**src/rtl/snt_sram_pwr_ctrl.sv**
```systemverilog
// snt_sram_pwr_ctrl
// Power-sequencing initiator for one SRAM bank wrapper. Drives the bank's
// power-gate and retention controls, waits for the wrapper's registered gate
// acknowledge, and holds off bus requests while the bank is not fully powered.
//
// Handshake note: there is no valid/ready pair here. bus_req_i is passed to
// mem_req_o only in ON; in every other state it is reported back on stall_o
// and never reaches the wrapper. Power transitions are a request/acknowledge
// pair: pwrgate_no is the request level, pwrgate_ack_ni follows it
// (1 = gated, 0 = powered) and each wait is bounded by ACK_TIMEOUT cycles.
//
// dbg_state_o exposes the FSM state encoding for observation only.
module snt_sram_pwr_ctrl #(
    parameter int WAKEUP_CYCLES = 8,
    parameter int ACK_TIMEOUT   = 64,
    parameter int CNT_WIDTH     = $clog2(((WAKEUP_CYCLES > ACK_TIMEOUT) ?
                                           WAKEUP_CYCLES : ACK_TIMEOUT) + 1)
) (
    input  logic       clk_i,
    input  logic       rst_ni,
    input  logic       sleep_req_i,
    input  logic       retain_i,
    input  logic       bus_req_i,
    output logic       mem_req_o,
    output logic       stall_o,
    output logic       pwrgate_no,
    output logic       set_retentive_no,
    input  logic       pwrgate_ack_ni,
    output logic       powered_o,
    output logic       err_o,
    output logic [2:0] dbg_state_o
);

    typedef enum logic [2:0] {
        ST_ON        = 3'd0,
        ST_DRAIN     = 3'd1,
        ST_RETAIN    = 3'd2,
        ST_GATE_WAIT = 3'd3,
        ST_OFF       = 3'd4,
        ST_WAKE_WAIT = 3'd5,
        ST_SETTLE    = 3'd6
    } state_t;

    localparam logic [CNT_WIDTH-1:0] ACK_LAST  = CNT_WIDTH'(ACK_TIMEOUT - 1);
    localparam logic [CNT_WIDTH-1:0] WAKE_LAST = CNT_WIDTH'(WAKEUP_CYCLES - 1);
    localparam logic [CNT_WIDTH-1:0] CNT_ONE   = CNT_WIDTH'(1);

    state_t               r_state;
    logic [CNT_WIDTH-1:0] r_cnt;
    logic                 r_retain;
    logic                 r_pwrgate_n;
    logic                 r_set_ret_n;
    logic                 r_err;
    logic                 w_is_on;

    // Power sequencer: state, wait counter, latched retention choice and
    // registered wrapper controls all move together on the same edge.
    always_ff @(posedge clk_i or negedge rst_ni) begin
        if (!rst_ni) begin
            r_state     <= ST_ON;
            r_cnt       <= '0;
            r_retain    <= 1'b0;
            r_pwrgate_n <= 1'b1;
            r_set_ret_n <= 1'b1;
            r_err       <= 1'b0;
        end else begin
            case (r_state)
                ST_ON: begin
                    // An access issued in this cycle still goes out; the
                    // wrapper returns its data during DRAIN.
                    if (sleep_req_i) begin
                        r_retain <= retain_i;
                        r_cnt    <= '0;
                        r_state  <= ST_DRAIN;
                    end
                end
                ST_DRAIN: begin
                    r_cnt <= '0;
                    if (r_retain) begin
                        r_set_ret_n <= 1'b0;
                        r_state     <= ST_RETAIN;
                    end else begin
                        r_pwrgate_n <= 1'b0;
                        r_state     <= ST_GATE_WAIT;
                    end
                end
                ST_RETAIN: begin
                    // Retention is asserted one cycle ahead of the gate.
                    r_cnt       <= '0;
                    r_pwrgate_n <= 1'b0;
                    r_state     <= ST_GATE_WAIT;
                end
                ST_GATE_WAIT: begin
                    if (pwrgate_ack_ni) begin
                        r_cnt   <= '0;
                        r_state <= ST_OFF;
                    end else if (r_cnt == ACK_LAST) begin
                        r_err   <= 1'b1;
                        r_cnt   <= '0;
                        r_state <= ST_OFF;
                    end else begin
                        r_cnt <= r_cnt + CNT_ONE;
                    end
                    r_set_ret_n <= ~r_retain;
                end
                ST_OFF: begin
                    if (!sleep_req_i) begin
                        r_pwrgate_n <= 1'b1;
                        r_cnt       <= '0;
                        r_state     <= ST_WAKE_WAIT;
                    end
                end
                ST_WAKE_WAIT: begin
                    // Retention level is left as it was until ON is reached.
                    if (!pwrgate_ack_ni) begin
                        r_cnt   <= '0;
                        r_state <= ST_SETTLE;
                    end else if (r_cnt == ACK_LAST) begin
                        r_err   <= 1'b1;
                        r_cnt   <= '0;
                        r_state <= ST_SETTLE;
                    end else begin
                        r_cnt <= r_cnt + CNT_ONE;
                    end
                end
                ST_SETTLE: begin
                    if (r_cnt == WAKE_LAST) begin
                        r_set_ret_n <= 1'b1;
                        r_cnt       <= '0;
                        r_state     <= ST_ON;
                    end else begin
                        r_cnt <= r_cnt + CNT_ONE;
                    end
                end
                default: begin
                    // Unreachable encoding: fall back to a powered bank.
                    r_cnt       <= '0;
                    r_pwrgate_n <= 1'b1;
                    r_set_ret_n <= 1'b1;
                    r_state     <= ST_ON;
                end
            endcase
        end
    end

    // Bus gating is combinational so a request in ON reaches the wrapper
    // in the same cycle.
    always_comb begin
        w_is_on   = (r_state == ST_ON);
        mem_req_o = w_is_on & bus_req_i;
        stall_o   = ~w_is_on & bus_req_i;
    end

    assign pwrgate_no       = r_pwrgate_n;
    assign set_retentive_no = r_set_ret_n;
    assign powered_o        = (r_state == ST_ON);
    assign err_o            = r_err;
    assign dbg_state_o      = r_state;

endmodule

```
**config.mk**
```make
export PLATFORM = sky130hd
export DESIGN_NAME = snt_sram_pwr_ctrl
export DESIGN_NICKNAME = d
export VERILOG_FILES = /design/src/rtl/snt_sram_pwr_ctrl.sv
export SDC_FILE = /design/constraint.sdc
export NUM_CORES = 1
export LEC_CHECK = 0
export ABC_AREA = 0
export CORE_MARGIN = 5
export CORE_UTILIZATION = 45
export DETAILED_ROUTE_END_ITERATION = 12
export GPL_TIMING_DRIVEN = 0
export PLACE_DENSITY = 0.7
export SLEW_MARGIN = 10
export SYNTH_ARGS = -nofsm -noshare
export SYNTH_HDL_FRONTEND = slang
export SYNTH_SLANG_ARGS = --single-unit
export TNS_END_PERCENT = 30
```
**constraint.sdc**
```tcl
create_clock -name clk_i -period 1.7 [get_ports clk_i]
set_input_delay 0.34 -clock clk_i [delete_from_list [all_inputs] [get_ports clk_i]]
set_output_delay 0.34 -clock clk_i [all_outputs]
set_load 0.01 [all_outputs]
```
==> results of run 1 <==
how the worst max path moves through the flow:
stage | from | end | cells past startpoint
6_report | dbg_state_o[0] | mem_req_o | 4
5_1_grt | dbg_state_o[2] | r_cnt[3] | 5
4_1_cts | set_retentive_no | set_retentive_no | 1
3_5_place_dp | dbg_state_o[2] | mem_req_o | 4
3_3_place_gp | dbg_state_o[2] | mem_req_o | 4
2_1_floorplan | dbg_state_o[2] | mem_req_o | 3
what timing repair did:
| action | in CTS | in global routing |
|---|---|---|
| setup endpoints to repair | 6 | 10 |
| resized for setup | 13 | 10 |
| pin swaps | 3 | 3 |
| buffers inserted | 3 | 1 |
logic make-up (layout without fill, tap and decap cells):
kind of cell / count (synthesis) / count (layout) / share of synthesized area, %
muxes: 4 / 4 / 5.06
adders and majority gates: 1 / 1 / 1.49
buffers and inverters: 8 / 30 / 4.61
DFF: 14 / 14 / 42.0
AOI/OAI and AO/OA: 27 / 27 / 22.6
xor gates and xnor gates: 1 / 1 / 1.04
and+or+nand+nor: 34 / 34 / 23.2
metal layers:
metal  global-route usage, %  vias up
met5                       0        -
met4                    11.1        0
met3                    3.94        5
met2                    19.6       16
met1                    18.4      329
li1                        -      368
cell usage in the layout, fill, tap and decap left out, drive strengths merged, types with 3 or more instances in the layout:
cell	count
dlymetal6s2s	3
clkdlybuf4s50	7
nor2b	4
nor2	7
nand2	9
inv	5
a21o	3
a22o	3
clkbuf	7
a21oi	6
dfrtp	12
nor3	5
buf	7
o21ai	9
state kept, by name, summed over array words and instances (netlist names):
signal	count
r_retain	1
r_cnt	7
dbg_state_o	3
pwrgate_no	1
err_o	1
set_retentive_no	1
cell type report:
cell class / count / share of cell area [%]
well taps: 25 / 2.83
clock buffers: 4 / 3.28
plain buffers: 3 / 2.71
flip-flops and latches: 14 / 31.9
repair buffers: 18 / 14.6
inverters: 5 / 1.70
multi-input cells: 67 / 43.0
power by group:
group          total (mW)  switching (mW)  internal [mW]
clock network       0.246           0.115          0.131
logic               0.898           0.454          0.444
registers           0.489          0.0657          0.424
stage by stage:
stage | utilization (%) | setup WS [ns] | hold slack [ns] | setup TNS [ns] | cells
after global placement | 58.0 | -0.257 | 0.444 | -1.12 | 128
after detailed placement | 58.0 | -0.300 | 0.448 | -1.30 | 128
final | 63.4 | 0.0182 | 0.434 | 0 | 136
after global routing | 63.4 | -0.0644 | 0.490 | -0.205 | 136
after floorplan | - | 0.153 | 0.0444 | 0 | 89
after CTS | 61.9 | 0.00734 | 0.463 | 0 | 135
critical path, delay by kind of cell (launching register included):
family,cells,cell delay [ns]
flops,1,0.41
buf+inv,2,0.28
simple gates,2,0.36
==> flow_metrics.tcl, run 1 <==
set metrics [dict create \
    detail_route.wirelength.met1_um 802 \
    start_util_pct 48.2 \
    ff2ff_path_depth 6 \
    worst_path_slowest_cell "sky130_fd_sc_hd__dfrtp_1" \
    rows 15 \
    drt_iter0_markers 12 \
    top_sig_layer "met4" \
    port_buffers 14 \
    synth.top_cell.area_share_pct 35.7 \
    syn_avg_cell_area_um2 9.45 \
    floorplan.core_area_um2 1750 \
    timing_worst_slew_pin_value_ns 0.628 \
    timing.max_cap.violations 0 \
    worst_hold_path_class "primary input to async pin" \
    wl_met3_um 109 \
    critical_path.startpoint_type "flop" \
    first_pass_grt_wire_length_um 2790 \
    tritoncts_clock_tree "done" \
    drc_errors 0 \
    postSynth.asyncResetShare_pct 100 \
    drt-wirelength-per-cell_um 12.8 \
    routed-via-count 718 \
    ctsRootBufferMaster "sky130_fd_sc_hd__clkbuf_4" \
    synth_commonest_cells "12 x sky130_fd_sc_hd__dfrtp_1, 9 x sky130_fd_sc_hd__nand2_1, 8 x sky130_fd_sc_hd__o21ai_0" \
    multi_input_area_um2 475 \
    yosysTopAreaCell "sky130_fd_sc_hd__dfrtp_1" \
    count_of_pins_on_the_block_boundary 15 \
    sequential_cell_area_um2 353 \
    reported_leakage_power_nw 0.506 \
    cp_slowest_stage_delay_ns 0.41 \
    synth_warnings 0 \
    r2r_slack_ns 0.04 \
    synth-seq-cells 14 \
    cp_endpoint_kind "output port" \
    holdBufCountCts 0 \
    die-area_um2 2830 \
    worst_skew_pair.late_latency_ns 0.29 \
    antennaDiodeCount 0 \
    report.final.setup_viol 0 \
    drt-vias-per-instance 5.28 \
    drive_gt1_share_pct 26.1 \
    pin_count_of_the_biggest_net_entering_global_routing 15 \
    cell_area_placed_um2 1010 \
    timing.rr.start "dbg_state_o[2]" \
    min_period_ns 1.68 \
    worst-endpoint-arrival_ns 1.34 \
    power.ir.vdd_worst_v 0.000922 \
    postSynthCellCount 89 \
    finalHoldViolCount 0 \
    nNetsFinal 119 \
    crit_path_required_time_ns 1.36 \
    power_per_cell_area_nw_per_um2 1480 \
    post_layout_total_power_mw 1.63 \
    status "complete, no violations" \
    synthesis.nets 96 \
    met2_wirelength_um 779 \
    finalWirelength_um 1740 \
    grt.total_usage_pct 14.2 \
    cts.clk_slew.worst_paths_ns 0.09 \
    gr-total-overflow 0 \
    tritoncts.num_buffers 3 \
    synth-edff-count 0 \
    post-synth-top-count-cell "sky130_fd_sc_hd__dfrtp_1" \
    clockBufferDepth 2 \
    die_height_um 53.2 \
    synth.cell_area_um2 841 \
    reg2reg_to "r_cnt[5]" \
    final.fill_count 137 \
    yosysUniqueCellTypes 39 \
    htree_levels 1 \
    postRouteAntennaNets 0 \
    clock-sinks 14 \
    area_growth_syn_to_layout_pct 31.5 \
    max_freq_mhz 595 \
    final_design_area_no_fill_um2 1110 \
    first_pass_iters 4 \
    grt_setup_unrepaired "yes" \
    finalCritPeriodShare_pct 98.9 \
    grt_antenna_before_repair 0 \
    synth.top_cells.by_area "sky130_fd_sc_hd__dfrtp_1 36%, sky130_fd_sc_hd__dfstp_2 6.3%, sky130_fd_sc_hd__o21ai_0 4.8%" \
    skew_ns 0.00705 \
    report.final.slew_viol_count 0 \
    synth_ff_type "sky130_fd_sc_hd__dfrtp_1" \
    max_slew_margin_pct 58.0 \
    setup.worst_path.class "flop to output port" \
    seq_area_frac_synth_pct 42.0 \
    die_width_um 53.2 \
    via_count_of_the_first_global_routing_pass 627 \
    hpwl_um 1280 \
    crit_path_max_fanout 10 \
    place.gp.congestion 0.744 \
    timing.critical_path.cells "buf_6 -> nor3_4 -> and2_1 -> buf_2" \
]
Power figures use the tool's default switching activity.
==> inputs of run 2 (changes only) <==
--- a/config.mk
+++ b/config.mk
@@ -7,10 +7,10 @@
 export LEC_CHECK = 0
 export ABC_AREA = 0
 export CORE_MARGIN = 5
-export CORE_UTILIZATION = 45
+export CORE_UTILIZATION = 50
 export DETAILED_ROUTE_END_ITERATION = 12
 export GPL_TIMING_DRIVEN = 0
-export PLACE_DENSITY = 0.7
+export PLACE_DENSITY = 0.76
 export SLEW_MARGIN = 10
 export SYNTH_ARGS = -nofsm -noshare
 export SYNTH_HDL_FRONTEND = slang
==> run 2 against run 1 <==
Wire length increased by 7.0%. Power decreased by 0.68%. Design area unchanged. Count of clock-buffer cells in the layout unchanged. Combinational power increased by 3.6%. Largest power group unchanged. Largest cell class unchanged. Sequential power about the same. Via count increased by 9.3%. Global-route usage increased by 1.2 points. Critical path depth decreased by 1. Setup slack improved by 0.0094 ns. Worst hold slack improved by 0.0021 ns.
==> flow_metrics.tcl, run 2 (synthesis results as in run 1) <==
set metrics [dict create \
    die_width_um 51.0 \
    max_flop_register "r_cnt" \
    rows 14 \
    cp_endpoint_kind "output port" \
    place.gp.congestion 0.845 \
    reported_leakage_power_nw 0.511 \
    crit_path_required_time_ns 1.36 \
    count_of_pins_on_the_block_boundary 15 \
    first_pass_iters 4 \
    grt_antenna_before_repair 0 \
    post_layout_total_power_mw 1.62 \
    drt-vias-per-instance 6.13 \
    nNetsFinal 120 \
    r2r_slack_ns 0.05 \
    largest_register_ff_count 7 \
    timing.max_cap.violations 0 \
    final.fill_count 117 \
    drt-wirelength-per-cell_um 14.5 \
    antennaDiodeCount 0 \
    total_switching_power_mw 0.652 \
    min_period_ns 1.67 \
    drive_gt1_share_pct 25.0 \
    cp_slowest_stage_delay_ns 0.40 \
    crit_path_max_fanout 10 \
    layout_common_cells "12 x sky130_fd_sc_hd__dfrtp_1, 9 x sky130_fd_sc_hd__nand2_1, 7 x sky130_fd_sc_hd__nor2_1, 7 x sky130_fd_sc_hd__o21ai_0, 7 x sky130_fd_sc_hd__clkdlybuf4s50_1" \
    max_slew_margin_pct 58.5 \
    power_per_cell_area_nw_per_um2 1470 \
    finalHoldViolCount 0 \
    report.final.setup_viol 0 \
    area_growth_syn_to_layout_pct 31.5 \
    postRouteAntennaNets 0 \
    leading_cell_type_in_the_layout_fill_and_taps_excluded "sky130_fd_sc_hd__dfrtp_1" \
    worst-endpoint-arrival_ns 1.33 \
    finalWirelength_um 1860 \
    grt_setup_unrepaired "yes" \
    internal_power_mw 0.970 \
    setup.worst_path.class "flop to output port" \
    first_pass_grt_wire_length_um 3150 \
    clock-sinks 14 \
    tritoncts_clock_tree "done" \
    htree_levels 1 \
    drt_iter0_markers 33 \
    drc_errors 0 \
    fin_worst_hold_slack_ns 0.436 \
    worst_hold_path_class "primary input to async pin" \
    max_freq_mhz 598 \
    routed-via-count 785 \
    floorplan.core_area_um2 1560 \
    timing.critical_path.cells "buf_6 -> nor3_4 -> dlygate4sd2_1" \
    start_util_pct 53.9 \
    via_count_of_the_first_global_routing_pass 686 \
    tritoncts.num_buffers 3 \
    gr-total-overflow 0 \
    report.final.slew_viol_count 0 \
    power.share.switching_pct 40.2 \
    die_height_um 51.0 \
    port_buffers 14 \
    clock_power_share_pct 12.6 \
    clockBufferDepth 2 \
    pin_count_of_the_biggest_net_entering_global_routing 15 \
    combPwrFrac_pct 57.3 \
    p_seq_share_pct 30.1 \
    hpwl_um 1270 \
    status "complete, no violations" \
    worst_path_slowest_cell "sky130_fd_sc_hd__dfrtp_1" \
    grt.total_usage_pct 15.4 \
    cts.clk_slew.worst_paths_ns 0.09 \
    critical_path.startpoint_type "flop" \
    worst_skew_pair.late_latency_ns 0.28 \
    skew_ns 0.00858 \
    timing_worst_slew_pin_value_ns 0.620 \
    ctsRootBufferMaster "sky130_fd_sc_hd__clkbuf_4" \
    die-area_um2 2600 \
    power.ir.vdd_worst_v 0.00101 \
    finalCritPeriodShare_pct 98.4 \
]
==> run 2: cell count changes in the layout (fill, tap and decap cells not counted), sizes merged <==
cell / delta
buf: +2
clkbuf: -2
dlygate4sd2: +1
==> run 2: worst paths after layout <==
| check | start | to | cells past startpoint |
|---|---|---|---|
| worst max-delay path | dbg_state_o[2] | powered_o | 3 |
| worst min-delay path | rst_ni | r_cnt[4] | 1 |
| worst max register to register | dbg_state_o[2] | r_cnt[5] | 6 |
| worst min register to register | err_o | err_o | 1 |
| max in group asynchronous | rst_ni | dbg_state_o[0] | 1 |
| min in group clk_i | err_o | err_o | 1 |
==> run 2: repair_timing <==
action                                  CTS  global route
hold endpoints to repair                  0             0
resized for setup                        11            13
hold buffers                              0             0
pin swaps                                 2             3
buffers inserted                          2             3
endpoints found under the setup margin    6            11
cloned                                    0             0
==> run 2: per-stage QoR <==
step / util (%) / worst slack [ns] / cell area, um2 / setup TNS, ns / instances
5_1_grt: 70.9 / -0.0293 / 1110 / -0.0710 / 128
6_report: 70.9 / 0.0277 / 1110 / 0 / 128
3_5_place_dp: 64.2 / -0.283 / 1000 / -1.34 / 119
4_1_cts: 67.1 / -0.0380 / 1050 / -0.0380 / 125
2_1_floorplan: - / 0.153 / 841 / 0 / 89
3_3_place_gp: 64.2 / -0.281 / 1000 / -1.25 / 119
==> run 2: layer usage <==
metal	vias to the layer above	global-route usage, %	share of wire [%]
li1	369	-	-
met1	372	21.9	43
met2	38	23.2	48
met3	6	4.07	8.1
met4	0	4.04	0.86
met5	-	0	0
==> run 2: power groups by stage <==
stage | combinational, mW | clock (mW) | sequential [mW]
finish | 0.930 | 0.204 | 0.489
global route | 1.03 | 0.227 | 0.500
CTS | 0.875 | 0.207 | 0.479
detailed placement | 0.811 | 0 | 0.503
global placement | 0.792 | 0 | 0.501
floorplan | 0.526 | 0 | 0.514
==> run 2: worst max-delay path: cells and delay by family, from the launching register on <==
family / cells / cell delay, ns
buffers and inverters: 2 / 0.44
flip-flops: 1 / 0.40
AND/OR/NAND/NOR: 1 / 0.21
==> run 2: layout make-up <==
class                      instances  area (um2)  share of cell area [%]
buffer                             3        33.8                    3.05
clock buffer                       4        26.3                    2.38
inverter                           5        18.8                    1.70
multi-input combinational         67         482                    43.6
sequential                        14         353                    31.9
tap                               16        20.0                    1.81
timing repair buffer              19         173                    15.6
